## config.mk

```make
export PLATFORM = sky130hd
export DESIGN_NAME = alu_sequencer
export DESIGN_NICKNAME = d
export VERILOG_FILES = /design/src/rtl/alu_sequencer.sv
export SDC_FILE = /design/constraint.sdc
export NUM_CORES = 1
export LEC_CHECK = 0
export CAP_MARGIN = 40
export CORE_MARGIN = 3
export CORE_UTILIZATION = 65
export DETAILED_ROUTE_END_ITERATION = 6
export DONT_BUFFER_PORTS = 1
export GPL_ROUTABILITY_DRIVEN = 0
export PLACE_DENSITY = 0.85
export SLEW_MARGIN = 40
export SYNTH_ARGS = -nofsm -noshare
export SYNTH_HDL_FRONTEND = slang
export SYNTH_SLANG_ARGS = --single-unit
```

## constraint.sdc

```tcl
create_clock -name clk -period 6.2 [get_ports clk]
set_input_delay 0.62 -clock clk [delete_from_list [all_inputs] [get_ports clk]]
set_output_delay 0.62 -clock clk [all_outputs]
set_load 0.01 [all_outputs]
```

## src/rtl/alu_sequencer.sv

```systemverilog
// Small ALU front end: single-cycle add/sub/logic/compare operations plus an
// optional iterative shift-and-add multiplier that holds busy while it runs.
module alu_sequencer #(
  parameter int WIDTH  = 32,
  parameter int MUL_EN = 1
) (
  input  logic             clk,
  input  logic             rst,
  input  logic             start,
  input  logic [1:0]       alu_op,
  input  logic [5:0]       func,
  input  logic [WIDTH-1:0] a,
  input  logic [WIDTH-1:0] b,
  output logic [WIDTH-1:0] result,
  output logic             zero,
  output logic             busy,
  output logic             done,
  output logic             illegal
);

  localparam int CNT_W = (WIDTH > 1) ? $clog2(WIDTH) : 1;
  localparam logic [CNT_W-1:0] CNT_LAST = CNT_W'(WIDTH - 1);

  localparam logic [1:0] OP_MTYPE = 2'b00;
  localparam logic [1:0] OP_BTYPE = 2'b01;
  localparam logic [1:0] OP_RTYPE = 2'b10;

  localparam logic [5:0] FN_ADD  = 6'b100000;
  localparam logic [5:0] FN_SUB  = 6'b100010;
  localparam logic [5:0] FN_AND  = 6'b100100;
  localparam logic [5:0] FN_OR   = 6'b100101;
  localparam logic [5:0] FN_SLT  = 6'b101010;
  localparam logic [5:0] FN_MULT = 6'b011000;

  typedef enum logic {
    IDLE,
    MULT
  } state_t;

  state_t           state;
  logic [WIDTH-1:0] mcand;
  logic [WIDTH-1:0] mplier;
  logic [WIDTH-1:0] acc;
  logic [CNT_W-1:0] cnt;

  logic [WIDTH-1:0] comb_res;
  logic             comb_illegal;
  logic             comb_mult;
  logic [WIDTH-1:0] acc_step;

  assign busy = (state == MULT);

  // Decode of the single-cycle operations; JTYPE and illegal encodings fall
  // through with a zero result.
  always_comb begin
    comb_res     = '0;
    comb_illegal = 1'b0;
    comb_mult    = 1'b0;
    case (alu_op)
      OP_MTYPE: comb_res = a + b;
      OP_BTYPE: comb_res = a - b;
      OP_RTYPE: begin
        case (func)
          FN_ADD:  comb_res = a + b;
          FN_SUB:  comb_res = a - b;
          FN_AND:  comb_res = a & b;
          FN_OR:   comb_res = a | b;
          FN_SLT:  comb_res = {{(WIDTH-1){1'b0}}, ($signed(a) < $signed(b))};
          FN_MULT: begin
            if (MUL_EN != 0) comb_mult = 1'b1;
            else             comb_illegal = 1'b1;
          end
          default: comb_illegal = 1'b1;
        endcase
      end
      default: comb_res = '0;
    endcase
  end

  assign acc_step = mplier[0] ? (acc + mcand) : acc;

  always_ff @(posedge clk or posedge rst) begin
    if (rst) begin
      state   <= IDLE;
      result  <= '0;
      zero    <= 1'b1;
      done    <= 1'b0;
      illegal <= 1'b0;
      mcand   <= '0;
      mplier  <= '0;
      acc     <= '0;
      cnt     <= '0;
    end else begin
      done <= 1'b0;
      case (state)
        IDLE: begin
          if (start) begin
            if (comb_mult) begin
              mcand  <= a;
              mplier <= b;
              acc    <= '0;
              cnt    <= '0;
              state  <= MULT;
            end else begin
              result  <= comb_res;
              zero    <= (comb_res == '0);
              illegal <= comb_illegal;
              done    <= 1'b1;
            end
          end
        end
        MULT: begin
          acc    <= acc_step;
          mcand  <= mcand << 1;
          mplier <= mplier >> 1;
          cnt    <= cnt + 1'b1;
          // The WIDTH-th iteration folds its partial product straight into the result.
          if (cnt == CNT_LAST) begin
            result  <= acc_step;
            zero    <= (acc_step == '0);
            illegal <= 1'b0;
            done    <= 1'b1;
            cnt     <= '0;
            state   <= IDLE;
          end
        end
        default: state <= IDLE;
      endcase
    end
  end

endmodule

```

# After elaboration in Yosys (flattened, before gate mapping)
# Index checks and enable logic that the tools add are counted.
dict set report op_classes {
  add_sub_neg 4
  n_lt_le_gt_ge 1
  eq_ne 13
  n_mux 40
  n_bitwise 3
  n_reduce_logical 6
}
# op n
set op_table {}
lappend op_table {{32-bit 2-to-1 mux} 10}
lappend op_table {{32-bit one-hot mux with 2 select lines} 4}
lappend op_table {{32-bit one-hot mux with 5 select lines} 1}
lappend op_table {{32-bit one-hot mux with 3 select lines} 1}
lappend op_table {{32-bit adder} 2}
lappend op_table {{32-bit logical NOT} 2}
lappend op_table {{32-bit AND} 1}
lappend op_table {{32-bit < comparator} 1}
lappend op_table {{32-bit bitwise OR} 1}
lappend op_table {{32-bit subtractor} 1}
lappend op_table {{6-bit equality test (second input constant)} 5}
lappend op_table {{1-bit 2-to-1 mux} 16}
lappend op_table {{5-bit 2-to-1 mux} 3}
lappend op_table {{5-bit one-hot mux with 2 select lines} 1}
lappend op_table {{1-bit one-hot mux with 2 select lines} 4}
lappend op_table {{6-bit by 5-bit equality test with 1-bit output (second input constant)} 1}
lappend op_table {{2-bit != test (second input constant)} 3}
lappend op_table {{6-bit OR reduction} 1}
lappend op_table {{5-bit by 1-bit adder with 5-bit output (second input constant)} 1}
lappend op_table {{5-bit equality test (second input constant)} 1}
lappend op_table {{3-bit AND reduction} 1}
lappend op_table {{2-bit by 1-bit equality test with 1-bit output (second input constant)} 1}
lappend op_table {{2-bit equality test (second input constant)} 1}
lappend op_table {{2-bit logical NOT} 1}
lappend op_table {{other kinds (3)} 3}
dict set report totals {
  regBits 137
  in_bits 75
  out_inout_bits 36
}

# Longest topological paths before layout
# Gate-level depths: netlist (run 1).
dict set report depth {
  depth_word 7
  depth_mapped 16
  mapped_depth_nobuf 15
}

# Worst setup path before layout (run 1)
# Ideal clock, no wire load.
dict set report synth_timing {
  kind {flip-flop to flip-flop}
  startpoint {reg mcand[0]}
  endpoint {reg zero}
  setup_time_ns 0.097
  t_arrival_ns 4.273
  required_ns 6.103
  setup_slack_ns 1.830
  stages_incl_launch_ff 15
  n_path_buf 0
  cell_sequence {dfrtp_1 > ha_1 > fa_1 > a211o_1 > a211oi_1 > o21bai_1 > a41oi_1 > o41ai_1 > xor2_1 > mux2_2 > a2111o_1 > or4_1 > or4_1 > or4_1 > o41ai_2}
}
dict set report synth_via {
  elab_chain_len 5
}
# item line_no
set synth_rtl {}
lappend synth_rtl {{from (decl)} 41} ;# logic [WIDTH-1:0] mcand;
lappend synth_rtl {{from (signal assigned)} 114} ;# mcand <= mcand << 1;
lappend synth_rtl {{32-bit adder} 80} ;# assign acc_step = mplier[0] ? (acc + mcand) : acc;
lappend synth_rtl {{32-bit 2-to-1 mux} 80}
lappend synth_rtl {{32-bit logical NOT} 120} ;# zero <= (acc_step == '0);
lappend synth_rtl {{1-bit 2-to-1 mux} 118} ;# if (cnt == CNT_LAST) begin
lappend synth_rtl {{1-bit one-hot mux with 2 select lines} 95} ;# case (state)
lappend synth_rtl {{to (signal assigned)} 106} ;# zero <= (comb_res == '0);
lappend synth_rtl {{to (signal assigned)} 120}
lappend synth_rtl {{to (decl)} 15} ;# output logic zero,
# Every way passes these cells. The select of a mux whose other input is x is not followed.
# A chain may end at the register's enable or synchronous reset.

# Worst setup path in the final report (run 1)
# Same ends and word-level chain as after synthesis.

==> reports/results.md, run 1 <==
- net total in the final layout: 1,930
- Clock Pin Slew Worst Setup and Hold Paths: 0.07 ns
- die height: 149.7 um
- Buf/Inv on CP: 0
- level count of the clock H-tree: 4
- first-iteration detailed-routing DRC count: 1,552
- clk buf depth: 2
- Final Setup Violations: 0
- average wire per cell in the routed design: 20.96 um
- Setup TNS Final: 0 ns
- Tightest Hold Check Type: in2async
- source-to-sink clock delay at the later pin of the worst-skew pair: 0.44 ns
- Top FF cell, synth: sky130_fd_sc_hd__dfrtp_1
- worst clock skew on the final layout: 0.01157 ns
- PD cells: 379.0 nW/um2
- maximum achievable frequency: 0.1994 GHz
- post-synth top area share: 25.35%
- post-synth cell types: 84
- net count after synthesis: 2,005
- dominant cell type by count on the critical path: sky130_fd_sc_hd__or4_1
- gr ovfl total: 0
- Initial Util: 67.64%
- final wirelength: 41.63 mm
- Total Die Area: 22,410 um2
- floorplan row count: 51
- Final HPWL DP: 30.19 mm
- Top Ports: 111
- Synth async-reset ratio: 100.0%
- clock sink total: 137
- largest fanout on the critical path: 3
- setup repair after global routing missed its margin: false
- pin count of the biggest net entering global routing: 115
- Final Hold Vio Count: 0
- sequential fraction of the synthesis area: 25.55%
- yosys synthesis warning count: 0
- Register-to-Register Setup Slack: 1.18 ns
- Max-Slew Margin vs Limit: 37.41%
- sequential cell area: 3433 um2
- hold-fix buffers at CTS: 0
- fin. max-slew vios: 0
- Critical Path Source Type: flop
- root cell of the clock tree: sky130_fd_sc_hd__clkbuf_16
- antenna viol nets, final: 0
- share of post-route cells with drive strength above 1: 5.869%
- max-cap check violation count: 0
- leak pwr: 6.351 nW
- number of iterations in the first detailed-routing pass: 7
- antenna cell count: 0
- sequence of cells on the critical path: ha_1 -> fa_1 -> a211o_1 -> a211oi_1 -> o21bai_1 -> a41oi_1 -> o41ai_1 -> xor2_1 -> mux2_2 -> a2111o_1 -> or4_1 -> or4_1 -> or4_1 -> o41ai_2
- time the final worst path needs with I/O delays and setup: 5.016 ns
- Tightest Pin Transition: 0.9152 ns
- VDD IR-drop max: 0.0003084 V
- leading cell types by total area after synthesis: sky130_fd_sc_hd__dfrtp_1, sky130_fd_sc_hd__ha_1, sky130_fd_sc_hd__a21oi_1, sky130_fd_sc_hd__nand2_1, sky130_fd_sc_hd__o21ai_0
- Synth-to-Final Area Change: 5.015%
- category of cells accounting for the largest share of critical-path delay: compound AO/OA/AOI/OAI gates
- number of enable-type register cells in the synthesized netlist: 0
- total power of the final layout: 5.343 mW
- WP data arrival: 5.36 ns
- number of antenna violations at the first check in global routing: 0
- Setup Buffers After CTS: 0
- combined area of all synthesized cells: 13,420 um2
- type of the setup path with the least slack: reg2reg
- number of global-route vias before repair: 13,030
- fraction of the cycle the final worst path needs: 80.90%
- result of the run: complete, no violations
- total clock buffers created by CTS: 17
- slowest library cell on the worst path: sky130_fd_sc_hd__or4_1
- total global routing track utilization: 36.63%
- per-instance average area after synthesis: 7.529 um2
- PostCTS Resize Cnt: 0
- filler instances: 1,622
- Residual DRC: 0
- # port buffers: 0
- largest incremental delay on the critical path: 0.49 ns
- critical path required time: 6.54 ns
- via density per instance: 6.912
- area taken by multi-input logic gates: 9196 um2
- endpoint kind of the worst setup timing path: flop
- DIE WIDTH: 149.7 um
- placeable core area: 19,850 um2
- post-synthesis instance total: 1,783
- via count of the routed design: 13,730
- wire length of the first global-routing pass: 66.03 mm
- biggest area consumer among synthesized cells: sky130_fd_sc_hd__dfrtp_1
- TritonCTS clock tree: yes
- Yosys reg bits: 137
[power by group]
group          internal [mW]  switching (mW)  total, mW
logic                   1.09            1.64       2.73
clock network          0.607           0.459       1.07
registers               1.24           0.309       1.55
total                   2.94            2.40       5.34
[Yosys cell counts (13+ instances only)]
master / number
sky130_fd_sc_hd__mux2_2: 17
sky130_fd_sc_hd__dfrtp_1: 136
sky130_fd_sc_hd__nor2_1: 180
sky130_fd_sc_hd__nand4_1: 17
sky130_fd_sc_hd__o21bai_1: 17
sky130_fd_sc_hd__o31ai_1: 18
sky130_fd_sc_hd__nor3_1: 31
sky130_fd_sc_hd__mux2i_1: 22
sky130_fd_sc_hd__a31oi_1: 14
sky130_fd_sc_hd__nand3_1: 34
sky130_fd_sc_hd__xnor2_1: 21
sky130_fd_sc_hd__nor2b_1: 14
sky130_fd_sc_hd__o21a_1: 14
sky130_fd_sc_hd__a211oi_1: 14
sky130_fd_sc_hd__a21oi_1: 206
sky130_fd_sc_hd__nand2_1: 219
sky130_fd_sc_hd__a221oi_1: 15
sky130_fd_sc_hd__a21o_1: 27
sky130_fd_sc_hd__o211ai_1: 13
sky130_fd_sc_hd__o21ai_0: 161
sky130_fd_sc_hd__inv_1: 112
sky130_fd_sc_hd__o22ai_1: 21
sky130_fd_sc_hd__nor4_1: 14
sky130_fd_sc_hd__clkbuf_1: 104
sky130_fd_sc_hd__ha_1: 144
[cell families after synthesis]
logic type                 count (synthesis)  share of synthesized area (%)
muxes                                     39                          3.066
adders and majority gates                147                          13.87
buffers and inverters                    222                          6.207
AOI/OAI and AO/OA                        633                          30.11
DFF                                      137                          25.55
xor gates and xnor gates                  32                          2.088
and+or+nand+nor                          573                          19.12
[cell usage in the layout, fill, tap and decap left out, drive strengths merged, types with 15 or more instances in the layout]
cell	netlist	routed
clkbuf	104	19
mux2	17	17
nor3	31	31
a21oi	209	209
a21o	27	27
o31ai	20	20
o21bai	17	17
o21ai	163	163
xnor2	21	21
ha	144	144
a211oi	15	15
nand4	17	17
nand2	219	219
inv	112	115
nor2	180	180
o22ai	21	21
nand3	34	34
dfrtp	136	136
a221oi	15	15
mux2i	22	22
[worst reg2reg max path, stage by stage (launching register included)]
cell and delay (ns):
sky130_fd_sc_hd__dfrtp_1 0.40, sky130_fd_sc_hd__ha_1 0.25, sky130_fd_sc_hd__fa_1 0.45, sky130_fd_sc_hd__a211o_1 0.34, sky130_fd_sc_hd__a211oi_1 0.29, sky130_fd_sc_hd__o21bai_1 0.18
sky130_fd_sc_hd__a41oi_1 0.42, sky130_fd_sc_hd__o41ai_1 0.21, sky130_fd_sc_hd__xor2_1 0.17, sky130_fd_sc_hd__mux2_2 0.31, sky130_fd_sc_hd__a2111o_1 0.35, sky130_fd_sc_hd__or4_1 0.42
sky130_fd_sc_hd__or4_1 0.49, sky130_fd_sc_hd__or4_1 0.42, sky130_fd_sc_hd__o41ai_2 0.21
[layer usage]
metal	vias to the layer above	part of all wire, %	GRT usage, %
li1	6242	-	-
met1	6294	37	45.76
met2	941	44	57.31
met3	251	11	7.753
met4	0	7.4	24.02
met5	-	0	0
[through the flow]
step / utilization (%) / instance area, um2 / worst slack (ns) / hold WS (ns) / std cells
after floorplan: - / 13420 / 1.830 / 0.4375 / 1783
after global placement: 67.98 / 13490 / 1.506 / 0.4608 / 1954
after detailed placement: 68.06 / 13510 / 1.398 / 0.4677 / 1954
after CTS: 71.02 / 14090 / 1.297 / 0.1264 / 1986
after global routing: 71.04 / 14100 / 1.067 / 0.1408 / 1986
final: 71.04 / 14100 / 1.184 / 0.09690 / 1986
[path summary, 6_finish.rpt]
path                                           start                     end  cells after the start
worst min register to register    cnt[3]$_DFFE_PP0P_      cnt[3]$_DFFE_PP0P_                      1
min in group clk                               b[31]  mplier[31]$_DFFE_PP0P_                      2
worst max-delay path            mcand[0]$_DFFE_PP0P_        zero$_DFFE_PP1P_                     14
worst min-delay path                             rst   mcand[30]$_DFFE_PP0P_                      1
worst max register to register  mcand[0]$_DFFE_PP0P_        zero$_DFFE_PP1P_                     14
max in group asynchronous                        rst   mplier[2]$_DFFE_PP0P_                      2
[cell type report]
class	count	share of cell area, %
Clock buffer	19	3.142
Clock inverter	13	1.021
Inverter	114	3.071
Multi-Input combinational cell	1424	65.23
Sequential cell	137	24.35
Tap cell	265	2.352
Timing Repair Buffer	14	0.8254
[state kept, by name, indices dropped and copies added (netlist names)]
signal and count:
mplier 32, result 32, mcand 32, illegal 1, busy 1, cnt 5
zero 1, done 1, acc 32
Note: power is estimated with default switching activity, not from simulation.
==> inputs of run 2 (changes only) <==
clock period = 4.7 ns   (was 6.2 ns; I/O delays follow)
==> run 2 against run 1 <==
  * Die area unchanged
  * Critical path depth unchanged
  * Critical endpoint unchanged
  * Routed wire length grew 0.27%
  * Global-route usage increased by 0.069 points
  * First-iteration DRC count up 26%
  * Clock power up 26%
  * Hold slack got worse by 0.14 ns
  * Combinational power is 37% higher
  * Via count up 0.87%
  * Largest power group unchanged
  * The flow now finishes with violations (design-rule violations, negative hold slack)
  * Design area up 0.94%
  * Sequential cell count unchanged
  * Clock-buffer cell count decreased by 2
==> reports/results.md, run 2 (synthesis results as in run 1) <==
- result of the run: complete, but fails checks
- failing checks: design-rule violations, negative hold slack
- setup repair after global routing missed its margin: true
- final setup slack of the worst path: 0.04784 ns, -1.136 ns
- type of the setup path with the least slack: reg2reg
- Final Hold Vio Count: 15, +15
- via density per instance: 6.938, +0.37%
- floorplan row count: 51, unchanged
- relative contribution of the clock network to total power: 18.9%, -1.0 points
- post-place setup slack: -0.1110 ns, -1.509 ns
- max-cap check violation count: 0, unchanged
- switching fraction of total power: 45.80%, +0.83 points
- amount of wire on met3 after detailed routing: 4.686 mm, +2.6%
- source-to-sink clock delay at the later pin of the worst-skew pair: 0.45 ns, about the same
- TritonCTS clock tree: yes
- number of iterations in the first detailed-routing pass: 7, unchanged
- Initial Util: 67.64%, unchanged
- # port buffers: 0, unchanged
- summed area of non-filler cells in the final layout: 14,230 um2, +0.94%
- WP data arrival: 5.00 ns, -0.36 ns
- leak pwr: 6.430 nW, +1.2%
- critical path required time: 5.05 ns, -1.49 ns
- reg2reg path depth: 14, unchanged
- Max-Slew Margin vs Limit: 44.76%, +7.4 points
- endpoint kind of the worst setup timing path: flop
- number of antenna violations at the first check in global routing: 0, unchanged
- final wirelength: 41.75 mm, +0.27%
- time the final worst path needs with I/O delays and setup: 4.652 ns, -0.3638 ns
- detailed-routed wire length on met2: 18.45 mm, -0.14%
- first-iteration detailed-routing DRC count: 1,957, +26%
- share of power burned in registers: 28.8%, -0.2 points
- Register-to-Register Setup Slack: 0.05 ns, -1.14 ns
- die height: 149.7 um, unchanged
- hold_ws: -0.03921 ns, -0.1361 ns
- end-of-flow core utilization: 71.70%, +0.67 points
- largest fanout on the critical path: 3, unchanged
- DIE WIDTH: 149.7 um, unchanged
- average wire per cell in the routed design: 20.91 um, -0.23%
- worst clock skew on the final layout: 0.01134 ns, -0.0002247 ns
- Total Die Area: 22,410 um2, unchanged
- Synth-to-Final Area Change: 6.002%
- net total in the final layout: 1,940, +0.52%
- metal1 wirelength: 15.39 mm, -0.88%
- maximum achievable frequency: 0.2150 GHz, +7.8%
- Clock Pin Slew Worst Setup and Hold Paths: 0.07 ns, about the same
- level count of the clock H-tree: 4, unchanged
- Comb pwr share: 52.4%, +1.3 points
- Sw Pwr: 3.270 mW, +36%
- total clock buffers created by CTS: 17, unchanged
- clk buf depth: 2, unchanged
- Final Setup Violations: 0, unchanged
- wire length of the first global-routing pass: 66.20 mm, +0.25%
- number of global-route vias before repair: 13,100, +0.52%
- clock sink total: 137, unchanged
- top routing layer used: met4
- antenna cell count: 0, unchanged
- Top Ports: 111, unchanged
- via count of the routed design: 13,850, +0.87%
- gr ovfl total: 0, unchanged
- fraction of the cycle the final worst path needs: 98.98%, +18 points
- total power of the final layout: 7.139 mW, +34%
- most frequent standard cell in the layout excluding fill and tap cells: sky130_fd_sc_hd__nand2_1
- fin. max-slew vios: 0, unchanged
- root cell of the clock tree: sky130_fd_sc_hd__clkbuf_16
- VDD IR-drop max: 0.0004261 V, +38%
- Internal: 3.870 mW, +32%
- most frequent cells in the layout: sky130_fd_sc_hd__nand2_1, sky130_fd_sc_hd__a21oi_1, sky130_fd_sc_hd__nor2_1
- total global routing track utilization: 36.70%, +0.069 points
- area post-placement: 13,570 um2, +0.45%
- Tightest Pin Transition: 0.8223 ns, -0.09292 ns
- placeable core area: 19,850 um2, unchanged
- Tightest Hold Check Type: in2async
- Final HPWL DP: 30.00 mm, -0.62%
- PD cells: 501.7 nW/um2, +32%
- antenna viol nets, final: 0, unchanged
- Residual DRC: 5, +5
- share of post-route cells with drive strength above 1: 7.106%, +1.2 points
- Critical Path Source Type: flop
- pin count of the biggest net entering global routing: 126, +9.6%
[run 2: cell count changes in the layout (fill, tap and decap cells not counted), sizes merged]
cell and change:
clkbuf -2, clkinvlp +2, buf +10, clkinv -2
inv +3, bufinv -1
[run 2: routing by layer]
layer,vias up,track usage (%)
li1,6284,-
met1,6325,45.14
met2,983,57.81
met3,256,8.540
met4,0,23.83
met5,-,0
[run 2: cell type report]
cell class / instances / area, um2
multi-input cells: 1424 / 9268
clock buffers: 17 / 425.4
well taps: 265 / 331.6
repair buffers: 24 / 196.4
clock inverters: 15 / 140.1
fillers: 1562 / 5615
flip-flops and latches: 137 / 3433
inverters: 114 / 435.4
[run 2: power by group through the flow]
stage               clock network (mW)  registers [mW]  logic (mW)
CTS                               1.35            2.04        3.56
finish                            1.35            2.05        3.74
global route                      1.39            2.10        4.10
floorplan                            0            1.92        2.79
detailed placement                   0            2.06        3.46
global placement                     0            2.03        3.35
[run 2: path summary, 6_finish.rpt]
kind,startpoint,endpoint
worst max-delay path,acc[0]$_DFFE_PP0P_,zero$_DFFE_PP1P_
worst min-delay path,rst,acc[29]$_DFFE_PP0P_
worst max register to register,acc[0]$_DFFE_PP0P_,zero$_DFFE_PP1P_
worst min register to register,mplier[11]$_DFFE_PP0P_,mplier[10]$_DFFE_PP0P_
max in group asynchronous,rst,mplier[3]$_DFFE_PP0P_
min in group clk,b[31],mplier[31]$_DFFE_PP0P_
[run 2: what timing repair did]
item	CTS	global route
endpoints found under the setup margin	1	1
buffers inserted	0	3
resized for setup	4	11
hold buffers	0	0
pin swaps	1	9
[run 2: stage by stage]
stage | hold WS (ns) | TNS [ns] | cells
after floorplan | 0.4375 | 0 | 1783
after global placement | 0.4623 | 0 | 1961
after detailed placement | 0.4677 | -0.1110 | 1961
after CTS | 0.03022 | 0 | 1993
after global routing | 0.01272 | -0.07436 | 1996
final | -0.03921 | 0 | 1996
[run 2: worst max-delay path: stages (launching register included)]
cell	delay, ns
sky130_fd_sc_hd__dfrtp_1	0.40
sky130_fd_sc_hd__ha_2	0.22
sky130_fd_sc_hd__fa_2	0.36
sky130_fd_sc_hd__a211o_1	0.37
sky130_fd_sc_hd__a211oi_2	0.32
sky130_fd_sc_hd__o21bai_2	0.12
sky130_fd_sc_hd__a41oi_2	0.30
sky130_fd_sc_hd__o41ai_4	0.11
sky130_fd_sc_hd__xor2_1	0.19
sky130_fd_sc_hd__mux2_4	0.30
sky130_fd_sc_hd__a2111o_1	0.30
sky130_fd_sc_hd__or4_4	0.42
sky130_fd_sc_hd__or4_1	0.52
sky130_fd_sc_hd__or4_4	0.42
sky130_fd_sc_hd__o41ai_2	0.21
==> inputs of run 3 (changes only) <==
ABC_AREA = 1   (was not set)
==> run 3 against run 2 <==
  * The flow still finishes with violations (design-rule violations, negative hold slack)
  * Combinational power is 24% lower
  * Hold slack improved by 0.011 ns
  * Via count up 20%
  * Die area rose by 6.9%
  * Non-clock buffer count shrank 13
  * Fmax rose by 53%
  * Critical path type unchanged
  * Largest cell class unchanged
  * Largest power group unchanged
  * Highest routed layer unchanged
==> reports/results.md, run 3 <==
- largest incremental delay on the critical path: 0.75 ns, +0.23 ns
- Max-Slew Margin vs Limit: 46.68%, +1.9 points
- Setup Buffers After CTS: 0, unchanged
- top cells by count, synth: sky130_fd_sc_hd__nand2_1, sky130_fd_sc_hd__inv_1, sky130_fd_sc_hd__nor2_1
- final setup slack of the worst path: 1.661 ns, +1.613 ns
- post-synth cell types: 48, -43%
- clock sink total: 137, unchanged
- launch point of the worst reg-to-reg path: busy$_DFF_PP0_
- source-to-sink clock delay at the later pin of the worst-skew pair: 0.44 ns, about the same
- most frequent standard cell in the layout excluding fill and tap cells: sky130_fd_sc_hd__nand2_1
- biggest area consumer among synthesized cells: sky130_fd_sc_hd__dfrtp_1
- type of the setup path with the least slack: reg2reg
- Synth async-reset ratio: 100.0%, unchanged
- met1 Use GR: 54.02%, +8.9 points
- wire length of the first global-routing pass: 79.19 mm, +20%
- Yosys reg bits: 137, unchanged
- antenna cell count: 0, unchanged
- PD cells: 402.3 nW/um2, -20%
- Tightest Pin Transition: 0.7914 ns, -0.03083 ns
- dominant cell type by count on the critical path: sky130_fd_sc_hd__nor2_1
- floorplan row count: 53, +3.9%
- Top FF cell, synth: sky130_fd_sc_hd__dfrtp_1
- leading cell types by total area after synthesis: sky130_fd_sc_hd__dfrtp_1, sky130_fd_sc_hd__nand2_1, sky130_fd_sc_hd__ha_1, sky130_fd_sc_hd__nand3_1, sky130_fd_sc_hd__inv_1
- die height: 154.8 um, +3.4%
- average wire per cell in the routed design: 19.85 um, -5.1%
- first-iteration detailed-routing DRC count: 2,723, +39%
- TritonCTS clock tree: yes
- placeable core area: 21,350 um2, +7.6%
- # port buffers: 0, unchanged
- area taken by multi-input logic gates: 9408 um2, +1.5%
- number of iterations in the first detailed-routing pass: 7, unchanged
- post-synthesis instance total: 2,305, +29%
- fraction of the cycle the final worst path needs: 64.66%, -34 points
- critical path required time: 4.97 ns, -0.08 ns
- antenna viol nets, final: 0, unchanged
- net count after synthesis: 2,527, +26%
- failing checks: design-rule violations, negative hold slack
- level count of the clock H-tree: 4, unchanged
- hold-fix buffers at CTS: 0, unchanged
- Synth-to-Final Area Change: 4.895%
- largest fanout on the critical path: 51, +48
- Final Hold Vio Count: 6, -9
- maximum achievable frequency: 0.3291 GHz, +53%
- slowest library cell on the worst path: sky130_fd_sc_hd__clkinv_2
- worst clock skew on the final layout: 0.01120 ns, -0.0001399 ns
- most frequent cells in the layout: sky130_fd_sc_hd__nand2_1, sky130_fd_sc_hd__inv_1, sky130_fd_sc_hd__nor2_1
- WP data arrival: 3.31 ns, -1.69 ns
- sequential cell area: 3431 um2, about the same
- number of global-route vias before repair: 15,640, +19%
- post-place setup slack: 1.591 ns, +1.702 ns
- combined area of all synthesized cells: 14,390 um2, +7.2%
- reg2reg path depth: 7, -7
- Setup TNS Final: 0 ns, unchanged
- per-instance average area after synthesis: 6.242 um2, -17%
- Residual DRC: 15, +10
- pin count of the biggest net entering global routing: 106, -16%
- via density per instance: 6.501, -6.3%
- hold_ws: -0.02798 ns, +0.01124 ns
- Worst R2R End: result[17]$_DFFE_PP0P_
- most numerous cell in the Yosys netlist: sky130_fd_sc_hd__nand2_1
- Clock Pin Slew Worst Setup and Hold Paths: 0.07 ns, about the same
- number of placed cells counting well taps: 2,514, +28%
- leak pwr: 7.770 nW, +21%
- PostCTS Resize Cnt: 0, -4
- Initial Util: 67.39%, -0.26 points
- DIE WIDTH: 154.8 um, +3.4%
- filler instances: 1,817, +16%
- total global routing track utilization: 41.22%, +4.5 points
- global-route layer with the greatest usage: met2
- number of antenna violations at the first check in global routing: 0, unchanged
- time the final worst path needs with I/O delays and setup: 3.039 ns, -1.613 ns
- post-synth top area share: 23.65%, -1.7 points
- total power of the final layout: 6.072 mW, -15%
- met3 Use GR: 11.75%, +3.2 points
- sequence of cells on the critical path: inv_2 -> nor2_1 -> inv_1 -> o21ai_4 -> clkinv_2 -> nor2_1 -> a31oi_1
- fin. max-slew vios: 0, unchanged
- number of enable-type register cells in the synthesized netlist: 0, unchanged
- net total in the final layout: 2,480, +28%
- Final HPWL DP: 38.19 mm, +27%
- share of post-route cells with drive strength above 1: 4.535%, -2.6 points
- gr ovfl total: 0, unchanged
- setup repair after global routing missed its margin: false
- total clock buffers created by CTS: 17, unchanged
- Register-to-Register Setup Slack: 1.66 ns, +1.61 ns
- Tightest Hold Check Type: in2async
- max-cap check violation count: 0, unchanged
- root cell of the clock tree: sky130_fd_sc_hd__clkbuf_16
- yosys synthesis warning count: 0, unchanged
- final wirelength: 50.54 mm, +21%
- Critical Path Source Type: flop
- VDD IR-drop max: 0.0002736 V, -36%
- result of the run: complete, but fails checks
- non-filler instance count after layout: 2,546, +28%
- via count of the routed design: 16,550, +20%
- endpoint kind of the worst setup timing path: flop
- Top Ports: 111, unchanged
- clk buf depth: 2, unchanged
- Final Setup Violations: 0, unchanged
- Total Die Area: 23,960 um2, +6.9%
- GR met2 Demand/Resource: 62.69%, +4.9 points
- sequential fraction of the synthesis area: 23.83%, -1.7 points
run 3: cell type report:
class | instances | area share, %
inverter | 314 | 7.884
clock inverter | 14 | 1.384
sequential | 137 | 22.73
clock buffer | 18 | 2.843
multi-input combinational | 1777 | 62.33
timing repair buffer | 11 | 0.5471
tap | 275 | 2.280
run 3: layer usage:
layer	vias up	wire length, um	share of wire, %
met5	-	0	0
met4	0	3185	6.3
met3	337	7292	14
met2	1316	21320	42
met1	7457	18740	37
li1	7442	-	-
run 3: how the worst max path moves through the flow:
stage                         from                endpoint  slack (ns)  depth (start not counted)
detailed placement         func[3]        zero$_DFFE_PP1P_        1.59                         21
global placement           func[3]        zero$_DFFE_PP1P_        1.63                         21
floorplan                      rst      acc[0]$_DFFE_PP0P_        0.56                          1
CTS                 busy$_DFF_PP0_   result[4]$_DFFE_PP0P_        1.83                          7
finish              busy$_DFF_PP0_  result[17]$_DFFE_PP0P_        1.66                          7
global route        busy$_DFF_PP0_   result[0]$_DFFE_PP0P_        1.47                          7
run 3: critical path: cells and delay by family, from the launching register on:
kind / cells / cell delay [ns]
compound gates: 2 / 0.31
flops: 1 / 0.69
simple gates: 2 / 0.61
buf+inv: 3 / 1.24
run 3: kinds of logic (layout without fill, tap and decap cells):
group | count (synthesis) | count (layout) | synth area share, %
AO/OA/AOI/OAI | 375 | 375 | 15.51
buffers and inverters | 391 | 357 | 10.95
adder cells (fa/ha/maj) | 147 | 147 | 12.94
XOR/XNOR | 8 | 8 | 0.4870
AND/OR/NAND/NOR | 1247 | 1247 | 36.28
flip-flops | 137 | 137 | 23.83
run 3: through the flow:
step / utilization [%] / instance area, um2
3_5_place_dp: 67.66 / 14450
3_3_place_gp: 67.60 / 14430
5_1_grt: 70.68 / 15090
4_1_cts: 70.64 / 15080
6_report: 70.68 / 15090
2_1_floorplan: - / 14390
run 3: power by group:
group	switching, mW	internal [mW]	total (mW)	leakage (nW)
Sequential	0.264	1.47	1.73	1.73
Clock	0.606	0.904	1.51	0.309
Combinational	1.92	0.908	2.83	5.73
Total	2.79	3.28	6.07	7.77
